--- config.mk ---
export PLATFORM = sky130hd
export DESIGN_NAME = max_pool_2x2_stream
export DESIGN_NICKNAME = d
export VERILOG_FILES = /design/src/rtl/max_pool_2x2_stream.sv
export SDC_FILE = /design/constraint.sdc
export NUM_CORES = 1
export LEC_CHECK = 0
export ABC_CLOCK_PERIOD_IN_PS = 12500
export BUFFER_PORTS_ARGS = -buffer_cell sky130_fd_sc_hd__buf_2
export CORE_MARGIN = 2
export CORE_UTILIZATION = 60
export CTS_BUF_LIST = sky130_fd_sc_hd__clkbuf_4
export DETAILED_ROUTE_END_ITERATION = 10
export GPL_TIMING_DRIVEN = 0
export HOLD_SLACK_MARGIN = 0.12
export PLACE_DENSITY = 0.83
export SYNTH_ARGS = -nofsm -noshare
export SYNTH_HDL_FRONTEND = slang
export SYNTH_SLANG_ARGS = --single-unit
--- constraint.sdc ---
create_clock -name clk -period 12.5 [get_ports clk]
set_input_delay 0.625 -clock clk [delete_from_list [all_inputs] [get_ports clk]]
set_output_delay 0.625 -clock clk [all_outputs]
set_load 0.005 [all_outputs]
--- src/rtl/max_pool_2x2_stream.sv ---
// ============================================================================
// Module  : max_pool_2x2_stream
// Brief   : 2x2 / stride-2 max pooling on a raster-order sample stream,
//           buffering only half a row of horizontal pair maxima.
// Revision: 1.0 - initial release
// ============================================================================
`default_nettype none
`timescale 1ns/1ps

module max_pool_2x2_stream #(
    parameter int IMG_W  = 12,
    parameter int IMG_H  = 12,
    parameter int DATA_W = 36
) (
    input  logic              clk,
    input  logic              rst_n,
    input  logic              in_valid,
    input  logic [DATA_W-1:0] In_OFM,
    output logic              out_valid,
    output logic [DATA_W-1:0] Out_Pool,
    output logic              frame_done
);

    localparam int COL_W = $clog2(IMG_W);
    localparam int ROW_W = $clog2(IMG_H);
    localparam int LB_D  = IMG_W / 2;
    localparam int LB_AW = (LB_D > 1) ? $clog2(LB_D) : 1;

    typedef enum logic [1:0] {
        S_IDLE  = 2'd0,
        S_ROW_A = 2'd1,
        S_ROW_B = 2'd2
    } state_t;

    state_t              state_q, state_d;
    logic [COL_W-1:0]    col_q, col_d;
    logic [ROW_W-1:0]    row_q, row_d;
    logic [DATA_W-1:0]   h_max_q;
    logic [DATA_W-1:0]   lb_q [LB_D];
    logic                out_valid_q, out_valid_d;
    logic [DATA_W-1:0]   out_pool_q, out_pool_d;
    logic                frame_done_q, frame_done_d;

    logic                w_col_last;
    logic                w_row_last;
    logic                w_odd_col;
    logic                w_odd_row;
    logic [LB_AW-1:0]    w_lb_idx;
    logic [DATA_W-1:0]   w_pair;
    logic [DATA_W-1:0]   w_lb_rd;
    logic [DATA_W-1:0]   w_win;

    assign w_col_last = (col_q == COL_W'(IMG_W - 1));
    assign w_row_last = (row_q == ROW_W'(IMG_H - 1));
    assign w_odd_col  = col_q[0];
    // The FSM tracks row parity; ROW_B is exactly the odd-row phase.
    assign w_odd_row  = (state_q == S_ROW_B);
    assign w_lb_idx   = LB_AW'(col_q >> 1);
    assign w_pair     = (In_OFM > h_max_q) ? In_OFM : h_max_q;
    assign w_lb_rd    = lb_q[w_lb_idx];
    assign w_win      = (w_lb_rd > w_pair) ? w_lb_rd : w_pair;

    always_comb begin
        state_d      = state_q;
        col_d        = col_q;
        row_d        = row_q;
        out_valid_d  = 1'b0;
        out_pool_d   = out_pool_q;
        frame_done_d = 1'b0;
        if (in_valid) begin
            if (w_col_last) begin
                col_d = '0;
                row_d = w_row_last ? '0 : row_q + 1'b1;
            end else begin
                col_d = col_q + 1'b1;
            end
            case (state_q)
                S_IDLE:  state_d = S_ROW_A;
                S_ROW_A: if (w_col_last) state_d = S_ROW_B;
                S_ROW_B: if (w_col_last) state_d = w_row_last ? S_IDLE : S_ROW_A;
                default: state_d = S_IDLE;
            endcase
            if (w_odd_col && w_odd_row) begin
                out_valid_d  = 1'b1;
                out_pool_d   = w_win;
                frame_done_d = w_col_last && w_row_last;
            end
        end
    end

    always_ff @(posedge clk or negedge rst_n) begin
        if (!rst_n) begin
            state_q      <= S_IDLE;
            col_q        <= '0;
            row_q        <= '0;
            h_max_q      <= '0;
            out_valid_q  <= 1'b0;
            out_pool_q   <= '0;
            frame_done_q <= 1'b0;
            for (int i = 0; i < LB_D; i++) begin
                lb_q[i] <= '0;
            end
        end else begin
            state_q      <= state_d;
            col_q        <= col_d;
            row_q        <= row_d;
            out_valid_q  <= out_valid_d;
            out_pool_q   <= out_pool_d;
            frame_done_q <= frame_done_d;
            if (in_valid && !w_odd_col) begin
                h_max_q <= In_OFM;
            end
            if (in_valid && w_odd_col && !w_odd_row) begin
                lb_q[w_lb_idx] <= w_pair;
            end
        end
    end

    assign out_valid  = out_valid_q;
    assign Out_Pool   = out_pool_q;
    assign frame_done = frame_done_q;

endmodule

`default_nettype wire

==> results.ini, run 1 <==
[routing]
num_vias = 12500
ant_nets = 0
first_pass_iters = 8
wl_per_cell_um = 20.7
vias_per_cell = 6.26
drc = 0
drt_iter0_markers = 1364
drt_wl_total_um = 41400

[setup_path]
critPathKind = reg -> reg
crit_start = h_max_q[7]$_DFFE_PN0P_
slowest_stage = mux2i_1
worstPathArrival_ns = 7.01
worstReg2RegStart = h_max_q[7]$_DFFE_PN0P_
setup.worst_path.end_class = flip-flop
crit_path_max_fanout = 10
worstPathRequired_ns = 13.10
slowest_delay_ns = 0.89
start_kind = flip-flop
reg2reg_depth = 18
path_cells = inv_1, ha_1, a21oi_1, o21ai_1, a221o_1, a2111oi_2, o31a_1, buf_6, mux2i_1, ha_1, nand3_1, nor3_1, nand4_1, nor4_1, o21bai_1, clkbuf_1, nor3_1, a211oi_2

[layout]
syn2layout_area_growth_pct = 12.1
fin_nets = 1742
drive_gt1_share_pct = 16.3
layoutNonFillerInstCount = 1996

[power_and_ir_drop]
clkPwrFrac_pct = 19.4
p_per_area_nw_per_um2 = 260
power.share.sequential_pct = 38.0
peakVddDrop_mv = 0.151
leakagePower_nw = 7.58
p_switching_mw = 1.82
pwr-share-comb_pct = 42.6
swShare_pct = 42.3
p_int_mw = 2.48

[timing]
slew_headroom_pct = 24.3
finClkSkew_ns = 0.0595
setup_slack_ns = 6.08
min_period_over_period_pct = 51.3
slew_violations = 0
fin_crit_ns = 6.42
setup_tns_ns = 0
hold_violations = 0
setup_violations = 0
worstMarginPinSlew_ns = 1.10
max_freq_mhz = 156
rsz0062_at_grt = false

[floorplan]
boundaryPins = 77
core_um2 = 24200
die_w_um = 161
fp.dieH_um = 161
dieArea_um2 = 25800
rows = 57
initial_utilization_pct = 60.9

[placed_design]
pre_cts_ws_ns = 6.14
hpwlAfterDp_um = 28700
gp_congestion = 0.907
io_buffers = 76
dpl.cell_count = 1873

[global_routing]
grt_start_max_net_pins = 109
grt_pass1_wl_um = 65900
grt_pass1_vias = 12400
grt_use_met1_pct = 44.2
grt_usage_pct = 32.9
antenna_found_initial = 1
use_met2_pct = 50.1
grt-busiest-layer = met2
grt_overflow = 0
met3_usage_pct = 8.68

[synth]
yosysTopAreaCellShare_pct = 51.0
synthesis.area_um2 = 14700
synth_seq_area_share_pct = 51.0
ys_top_cells_by_count = dfrtp_1 (300), nand2_1 (282), o21ai_1 (181)
synth_nets = 1584
synth.avg_cell_area_um2 = 10.0
synth-seq-cells = 300
async_reset_ff_share_pct = 100
synthTopCellsByArea = dfrtp_1 (51%), nand2_1 (7.2%), ha_1 (6.3%)
synth_top_area_cell = dfrtp_1
synth_most_common_cell = dfrtp_1
yosys_warnings = 0
synth_top_flop_cell = dfrtp_1
synth-edff-count = 0
yosysUniqueCellTypes = 51
synthCells = 1471

[clock_tree]
clkLatencyLatePin_ns = 0.75
clock_path_buffers = 3
cts_buffers = 77
cts_tree = done
clock-sinks = 300
clkTransAtPathRegs_ns = 0.07
htreeDepth = 3
cts_root_buf = clkbuf_4

[run]
cap_violations = 0

[hold_path]
min_from = In_OFM[35]
hold_class = in -> reg
hold_depth = 3

[outcome]
status = finished clean

==> cell families after synthesis <==
group                      share of synthesized area (%)
AOI/OAI and AO/OA                                   19.8
and+or+nand+nor                                     13.6
DFF                                                 51.0
buffers and inverters                               3.96
adders and majority gates                           6.29
muxes                                               5.38
==> flip-flops by register name (all words and copies together) (netlist names) <==
| signal | flops |
|---|---|
| frame_done | 1 |
| col_q | 4 |
| Out_Pool | 36 |
| h_max_q | 36 |
| lb_q | 216 |
| state_q | 2 |
| out_valid | 1 |
| row_q | 4 |
==> final timing paths <==
path                                            end  slack [ns]
max in group asynchronous       lb_q[8]$_DFFE_PN0P_       10.61
hold / removal              h_max_q[35]$_DFFE_PN0P_        0.15
min in group asynchronous   h_max_q[15]$_DFFE_PN0P_        0.49
setup / recovery           Out_Pool[26]$_DFFE_PN0P_        6.08
hold reg to reg               lb_q[214]$_DFFE_PN0P_        0.48
setup reg to reg           Out_Pool[26]$_DFFE_PN0P_        6.08
==> cell type report <==
cell class / count / area (µm²)
clock buffer: 108 / 811
multi-input combinational: 1034 / 6630
inverter: 43 / 161
fill: 1842 / 7680
timing repair buffer: 79 / 455
buffer: 94 / 422
antenna: 1 / 2.50
tap: 324 / 405
sequential: 300 / 7510
clock inverter: 13 / 101
==> placed cells by master (no fill, tap or decap), drive strengths merged, types with 5 or more instances in the layout <==
cell	synthesis	final
a22oi	108	108
mux2	5	5
o21ai	267	267
mux2i	36	36
a211oi	36	36
clkinv	0	10
nand2	282	282
a21oi	29	29
ha	74	74
nand4	15	15
and2	5	5
nor2b	7	7
nor4	12	12
nor2	44	44
clkbuf	78	186
inv	43	44
dfrtp	300	300
nor3	31	31
buf	16	94
a21o	5	5
nand3	48	48
==> critical path: cells and delay by family (launching register included) <==
family                   cells  cell delay [ns]
flip-flops                   1             0.39
AO/OA/AOI/OAI                7             2.16
buffers and inverters        3             0.78
multiplexers                 1             0.89
AND/OR/NAND/NOR              5             1.44
adder cells (fa/ha/maj)      2             0.60
==> repair_timing <==
item	in CTS	in global routing
gates resized for setup	0	0
endpoints found under the setup margin	0	0
hold endpoints to repair	102	0
buffers inserted	0	0
hold buffers	1	0
==> per-layer routing <==
metal  share of wire, %  vias to the layer above
li1                   -                     5606
met2                 46                      760
met3                 10                      123
met4                4.1                        0
met5                  0                        -
met1                 40                     6008
==> per-stage QoR <==
step	util [%]	power [mW]	area, µm²	hold WS (ns)
CTS	68.2	4.25	16500	0.126
global route	68.2	4.58	16500	0.138
finish	68.2	4.30	16500	0.152
global placement	64.1	3.32	15500	0.461
detailed placement	64.4	3.42	15600	0.471
floorplan	-	2.84	14700	0.329
==> power by group through the flow <==
stage	Clock, mW	Combinational (mW)	Sequential, mW
after global routing	0.888	2.01	1.68
after detailed placement	0	1.78	1.64
after floorplan	0	1.25	1.58
final	0.834	1.83	1.63
after global placement	0	1.71	1.62
after CTS	0.835	1.79	1.63
Note: power is estimated with default switching activity, not from simulation.
==> run 2, diff against run 1 <==
==> config.mk (replaced) <==
export PLATFORM = sky130hd
export DESIGN_NAME = max_pool_2x2_stream
export DESIGN_NICKNAME = d
export VERILOG_FILES = /design/src/rtl/max_pool_2x2_stream.sv
export SDC_FILE = /design/constraint.sdc
export NUM_CORES = 1
export LEC_CHECK = 0
export ABC_CLOCK_PERIOD_IN_PS = 5700
export BUFFER_PORTS_ARGS = -buffer_cell sky130_fd_sc_hd__buf_2
export CORE_MARGIN = 2
export CORE_UTILIZATION = 58
export CTS_BUF_LIST = sky130_fd_sc_hd__clkbuf_4
export DETAILED_ROUTE_END_ITERATION = 10
export GPL_TIMING_DRIVEN = 0
export HOLD_SLACK_MARGIN = 0.12
export PLACE_DENSITY = 0.84
export SYNTH_ARGS = -nofsm -noshare
export SYNTH_HDL_FRONTEND = slang
export SYNTH_SLANG_ARGS = --single-unit
==> constraint.sdc (replaced) <==
create_clock -name clk -period 5.7 [get_ports clk]
set_input_delay 0.285 -clock clk [delete_from_list [all_inputs] [get_ports clk]]
set_output_delay 0.285 -clock clk [all_outputs]
set_load 0.005 [all_outputs]
==> run 2 against run 1 <==
Compared with the run above: critical endpoint is now Out_Pool[27]$_DFFE_PN0P_; global-route usage up 0.84 points; clock skew decreased by 0.017 ns; final cell count grew 2.4%; clock power grew 120%; fmax is 16% higher; register-to-register slack got worse by 5.9 ns; worst hold slack worse by 0.023 ns; largest cell class unchanged; total power increased by 120%; non-clock buffer count is 43 higher.
==> results.ini, run 2 (synthesized netlist as in run 1, its figures left out) <==
[outcome]
status = finished clean

[timing]
fin_crit_ns = 5.53  ; -0.885 ns
setup_slack_ns = 0.166  ; -5.92 ns
rsz0062_at_grt = false
finClkSkew_ns = 0.0422  ; -0.0173 ns
min_period_over_period_pct = 97.1  ; +46 points
setup_violations = 0  ; unchanged
max_freq_mhz = 181  ; +16%
hold_violations = 0  ; unchanged
worstMarginPinSlew_ns = 1.11  ; +0.00168 ns
slew_headroom_pct = 25.9  ; +1.6 points
slew_violations = 0  ; unchanged

[clock_tree]
cts_tree = done
clock-sinks = 300  ; unchanged
cts_buffers = 78  ; +1.3%
htreeDepth = 3  ; unchanged
clkLatencyLatePin_ns = 0.72  ; -0.03 ns
clkTransAtPathRegs_ns = 0.07  ; about the same
clock_path_buffers = 3  ; unchanged
cts_root_buf = clkbuf_4

[global_routing]
antenna_found_initial = 1  ; unchanged
grt_pass1_wl_um = 69100  ; +4.8%
grt_overflow = 0  ; unchanged
grt_start_max_net_pins = 102  ; -6.4%
grt_pass1_vias = 12900  ; +4.5%
grt_usage_pct = 33.7  ; +0.84 points

[layout]
layout_common_cells = dfrtp_1 (300), nand2_1 (282), o21ai_1 (181)
fillCellCount = 1833  ; -0.49%
syn2layout_area_growth_pct = 15.8
multi_input_area_um2 = 6730  ; +1.5%
regArea_um2 = 7510  ; unchanged
fin_area_um2 = 17000  ; +3.3%
drive_gt1_share_pct = 17.4  ; +1.1 points
fin_nets = 1786  ; +2.5%
final_common_cell = dfrtp_1
largest_register = lb_q
layoutNonFillerInstCount = 2044  ; +2.4%
largest_reg_flops = 216  ; unchanged

[setup_path]
crit_path_max_fanout = 10  ; unchanged
worstReg2RegStart = h_max_q[7]$_DFFE_PN0P_
r2r_setup_slack_ns = 0.17  ; -5.92 ns
start_kind = flip-flop
rr_endpoint = Out_Pool[27]$_DFFE_PN0P_
reg2reg_depth = 18  ; unchanged
crit_buf_inv = 3  ; unchanged
critical-path-top-delay-family = compound AO/OA/AOI/OAI gates
path_cells = inv_1, ha_1, a21oi_1, o21ai_1, a221o_1, a2111oi_4, o31a_1, buf_6, mux2i_1, ha_1, nor2b_1, o211ai_1, a211o_1, a31oi_1, nor2_1, clkbuf_2, nor4_1, a211oi_2
worstPathRequired_ns = 6.25  ; -6.85 ns
critPathKind = reg -> reg
slowest_stage = mux2i_1
cpMostUsedCell = ha_1
slowest_delay_ns = 0.86  ; -0.03 ns
worstPathArrival_ns = 6.09  ; -0.92 ns
setup.worst_path.end_class = flip-flop

[routing]
num_vias = 12900  ; +3.5%
ant_nets = 0  ; unchanged
drt_iter0_markers = 1605  ; +18%
drc = 0  ; unchanged
vias_per_cell = 6.33  ; +1.1%
wl_per_cell_um = 21.5  ; +3.8%
first_pass_iters = 6  ; -2
drt_wl_total_um = 44000  ; +6.3%

[floorplan]
boundaryPins = 77  ; unchanged
fp.dieH_um = 163  ; +1.7%
rows = 58  ; +1.8%
initial_utilization_pct = 58.8  ; -2.1 points
dieArea_um2 = 26700  ; +3.4%
core_um2 = 25000  ; +3.6%
die_w_um = 163  ; +1.7%

[placed_design]
gp_congestion = 0.921  ; +1.5%
pre_cts_ws_ns = -0.418  ; -6.56 ns
place_area_um2 = 15600  ; +0.22%
dpl.cell_count = 1880  ; +0.37%
io_buffers = 76  ; unchanged
hpwlAfterDp_um = 29400  ; +2.3%

[run]
cap_violations = 0  ; unchanged

[power_and_ir_drop]
power_mw = 9.65  ; +120%
peakVddDrop_mv = 0.318  ; +110%
leakagePower_nw = 7.79  ; +2.8%
p_per_area_nw_per_um2 = 566  ; +120%

[hold_path]
hold_class = in -> async

==> run 2: cell types whose count changed in the layout (fill, tap and decap cells not counted), moves of 3 or more <==
cell / delta
clkinv_1: -5
clkbuf_1: -3
mux2i_1: -5
dlygate4sd3_1: +36
buf_4: +6
mux2i_4: +3
clkbuf_2: +3
==> run 2: tightest hold or removal path, stage by stage <==
cell	delay, ns
dlygate4sd3_1	0.56
buf_8	0.13
buf_16	0.22
==> run 2: per-stage QoR <==
stage          hold slack (ns)  util, %  TNS, ns
3_5_place_dp             0.208     62.3   -10.97
6_report                 0.129     68.1        0
3_3_place_gp             0.461     61.9  -327.19
2_1_floorplan          -0.0106        -        0
5_1_grt                  0.183     68.1        0
4_1_cts                  0.126     67.7        0
==> run 2: routing by layer <==
layer	vias to the layer above	share of wire (%)	GRT usage, %
li1	5702	-	-
met1	6227	39	44.0
met2	838	46	51.8
met3	172	11	8.30
met4	0	4.9	18.8
met5	-	0	0
==> run 2: worst max path at each step <==
stage	slack [ns]	end	start	cells past startpoint
6_report	0.17	Out_Pool[27]$_DFFE_PN0P_	h_max_q[7]$_DFFE_PN0P_	18
3_3_place_gp	-1.10	h_max_q[15]$_DFFE_PN0P_	rst_n	1
4_1_cts	0.01	Out_Pool[26]$_DFFE_PN0P_	h_max_q[7]$_DFFE_PN0P_	19
5_1_grt	0.03	Out_Pool[34]$_DFFE_PN0P_	h_max_q[7]$_DFFE_PN0P_	20
2_1_floorplan	1.13	Out_Pool[10]$_DFFE_PN0P_	h_max_q[5]$_DFFE_PN0P_	20
3_5_place_dp	-0.42	Out_Pool[10]$_DFFE_PN0P_	h_max_q[7]$_DFFE_PN0P_	19
==> run 2: layout make-up <==
class	instances	share of cell area, %
Inverter	43	0.947
Tap cell	330	2.42
Clock inverter	10	0.389
Multi-Input combinational cell	1034	39.5
Buffer	94	2.51
Timing Repair Buffer	122	5.33
Clock buffer	110	4.85
Sequential cell	300	44.1
Antenna cell	1	0.0147
==> run 2: timing repair <==
item                                   in CTS  in global routing
setup endpoints to repair                  36                 32
endpoints found under the hold margin     386                  0
hold buffers                               38                  0
pin swaps                                   0                  1
buffers inserted                            0                  5
cloned                                      0                  0
gates resized for setup                    10                 13
==> run 2: power by group <==
| group | switching, mW | internal (mW) | total [mW] | leakage (nW) |
|---|---|---|---|---|
| clock | 0.884 | 0.919 | 1.80 | 0.544 |
| sequential | 0.568 | 3.04 | 3.61 | 3.86 |
| combinational | 2.68 | 1.56 | 4.24 | 3.39 |
| total | 4.13 | 5.52 | 9.65 | 7.79 |
==> run 3, diff against run 2 <==
--- a/config.mk
+++ b/config.mk
@@ -7,6 +7,7 @@
 export LEC_CHECK = 0
 export ABC_CLOCK_PERIOD_IN_PS = 5700
 export BUFFER_PORTS_ARGS = -buffer_cell sky130_fd_sc_hd__buf_2
+export CORE_ASPECT_RATIO = 1.2
 export CORE_MARGIN = 2
 export CORE_UTILIZATION = 58
 export CTS_BUF_LIST = sky130_fd_sc_hd__clkbuf_4
==> run 3 against run 2 <==
Compared with the run above: clock power shrank 4%; worst hold slack gained 0.27 ns; fmax grew 0.18%; setup slack gained 0.0099 ns; first-iteration DRC count grew 1.4%; global-route usage shrank 0.33 points; flip-flop and latch count is the same; largest power group unchanged.
==> results.ini, run 3 (synthesized netlist as in run 1, its figures left out) <==
[clock_tree]
clock_path_buffers = 3  ; unchanged
cts_root_buf = clkbuf_4
clock-sinks = 300  ; unchanged
clkTransAtPathRegs_ns = 0.07  ; about the same
htreeDepth = 3  ; unchanged
clkLatencyLatePin_ns = 0.71  ; about the same
cts_tree = done
cts_buffers = 75  ; -3.8%

[timing]
hold_violations = 0  ; unchanged
finClkSkew_ns = 0.0512  ; +0.00895 ns
setup_violations = 0  ; unchanged
slew_violations = 0  ; unchanged
fin_crit_ns = 5.52  ; -0.00993 ns
rsz0062_at_grt = false
holdWs_ns = 0.396  ; +0.267 ns
slew_headroom_pct = 32.5  ; +6.6 points
max_freq_mhz = 181  ; +0.18%
min_period_over_period_pct = 96.9  ; -0.17 points
setup_tns_ns = 0  ; unchanged
worstMarginPinSlew_ns = 0.984  ; -0.121 ns

[placed_design]
io_buffers = 76  ; unchanged
gp_congestion = 0.951  ; +3.2%
hpwlAfterDp_um = 29300  ; -0.22%

[run]
cap_violations = 0  ; unchanged

[floorplan]
rows = 63  ; +8.6%
boundaryPins = 77  ; unchanged
fp.dieH_um = 178  ; +9.3%
dieArea_um2 = 26700  ; about the same
die_w_um = 149  ; -8.5%
initial_utilization_pct = 59.3  ; +0.49 points
core_um2 = 24800  ; -0.82%

[layout]
syn2layout_area_growth_pct = 14.8
post-route-util_pct = 68.0  ; about the same
largest_register = lb_q
fin_nets = 1781  ; -0.28%
drive_gt1_share_pct = 16.5  ; -0.86 points
multi_input_area_um2 = 6670  ; -0.84%
final_common_cell = dfrtp_1
largest_reg_flops = 216  ; unchanged
layout_common_cells = dfrtp_1 (300), nand2_1 (282), o21ai_1 (181)
fillCellCount = 1906  ; +4.0%
regArea_um2 = 7510  ; unchanged

[power_and_ir_drop]
peakVddDrop_mv = 0.296  ; -7.0%
p_per_area_nw_per_um2 = 561  ; -0.89%
leakagePower_nw = 7.73  ; -0.85%

[outcome]
status = finished clean

[setup_path]
worstPathRequired_ns = 6.29  ; +0.04 ns
setup.worst_path.end_class = flip-flop
start_kind = flip-flop
crit_path_max_fanout = 10  ; unchanged
critPathKind = reg -> reg
worstPathArrival_ns = 6.12  ; +0.03 ns

[routing]
ant_nets = 0  ; unchanged
num_vias = 12800  ; -0.75%
drt_wl_total_um = 43400  ; -1.4%
first_pass_iters = 6  ; unchanged
drt_iter0_markers = 1628  ; +1.4%
wl_per_cell_um = 21.3  ; -1.0%
vias_per_cell = 6.30  ; -0.41%
drc = 0  ; unchanged

[global_routing]
grt_pass1_wl_um = 68200  ; -1.3%
grt_overflow = 0  ; unchanged
grt_start_max_net_pins = 123  ; +21%
antenna_found_initial = 1  ; unchanged
grt_usage_pct = 33.4  ; -0.33 points
grt_pass1_vias = 12900  ; +0.077%

[hold_path]
hold_class = in -> reg

## run 3: changes by cell type in the layout (fill, tap and decap cells not counted), sizes merged
cell,previous run,this run
buf,101,95
clkinv,7,12
dlygate4sd3,37,40
clkbuf,188,186
bufinv,1,0
inv,45,44
## run 3: per-stage QoR
| stage | power [mW] | worst slack [ns] | cells | instance area [µm²] |
|---|---|---|---|---|
| after floorplan | 6.23 | 1.13 | 1471 | 14700 |
| after global placement | 7.32 | -1.06 | 1872 | 15500 |
| after detailed placement | 7.54 | -0.207 | 1874 | 15600 |
| after CTS | 9.31 | 0.00858 | 2034 | 16800 |
| after global routing | 10.1 | 0.0120 | 2037 | 16900 |
| final | 9.48 | 0.176 | 2037 | 16900 |
## run 3: where the power goes
| group | leakage [nW] | switching, mW | total [mW] | internal [mW] |
|---|---|---|---|---|
| sequential | 3.86 | 0.567 | 3.60 | 3.04 |
| clock | 0.520 | 0.868 | 1.72 | 0.854 |
| combinational | 3.35 | 2.64 | 4.16 | 1.52 |
| total | 7.73 | 4.07 | 9.48 | 5.41 |
## run 3: timing repair
item | in CTS | in global routing
pin swaps | 0 | 1
setup endpoints to repair | 30 | 36
endpoints found under the hold margin | 561 | 0
resized for setup | 5 | 7
hold buffers | 40 | 0
setup buffers | 0 | 2
## run 3: path summary, 6_finish.rpt
path                            cells after the start                    from  slack, ns                  endpoint
worst min register to register                      2   lb_q[181]$_DFFE_PN0P_       0.49     lb_q[181]$_DFFE_PN0P_
worst max register to register                     19  h_max_q[7]$_DFFE_PN0P_       0.18  Out_Pool[25]$_DFFE_PN0P_
worst min-delay path                                4               In_OFM[7]       0.40    h_max_q[7]$_DFFE_PN0P_
worst max-delay path                               19  h_max_q[7]$_DFFE_PN0P_       0.18  Out_Pool[25]$_DFFE_PN0P_
min in group asynchronous                           3                   rst_n       0.63   h_max_q[13]$_DFFE_PN0P_
max in group asynchronous                           4                   rst_n       3.83     lb_q[126]$_DFFE_PN0P_
## run 3: cell type report
| type | instances | area share (%) |
|---|---|---|
| inverter | 43 | 0.956 |
| antenna | 1 | 0.0148 |
| clock inverter | 13 | 0.304 |
| clock buffer | 107 | 4.76 |
| multi-input combinational | 1034 | 39.5 |
| tap | 325 | 2.41 |
| sequential | 300 | 44.4 |
| buffer | 94 | 2.52 |
| timing repair buffer | 120 | 5.10 |
## run 3: critical path: stages (launching register included)
cell and delay (ns):
dfrtp_1 0.38, inv_1 0.07, ha_1 0.30, a21oi_1 0.14, o21ai_1 0.09, a221o_1 0.36, a2111oi_2 0.52, o31a_1 0.23
buf_6 0.20, buf_12 0.21, mux2i_4 0.41, ha_1 0.32, a21oi_1 0.15, o21ai_0 0.20, a221oi_1 0.38, o221ai_1 0.30
o21bai_4 0.27, clkbuf_1 0.44, nor3_1 0.18, a211oi_2 0.22
## run 3: routing by layer
layer	part of all wire (%)	vias to the layer above	track usage, %
met3	9.9	190	7.08
li1	-	5682	-
met2	48	839	53.6
met1	37	6131	41.2
met4	5.7	0	20.7
met5	0	-	0.192
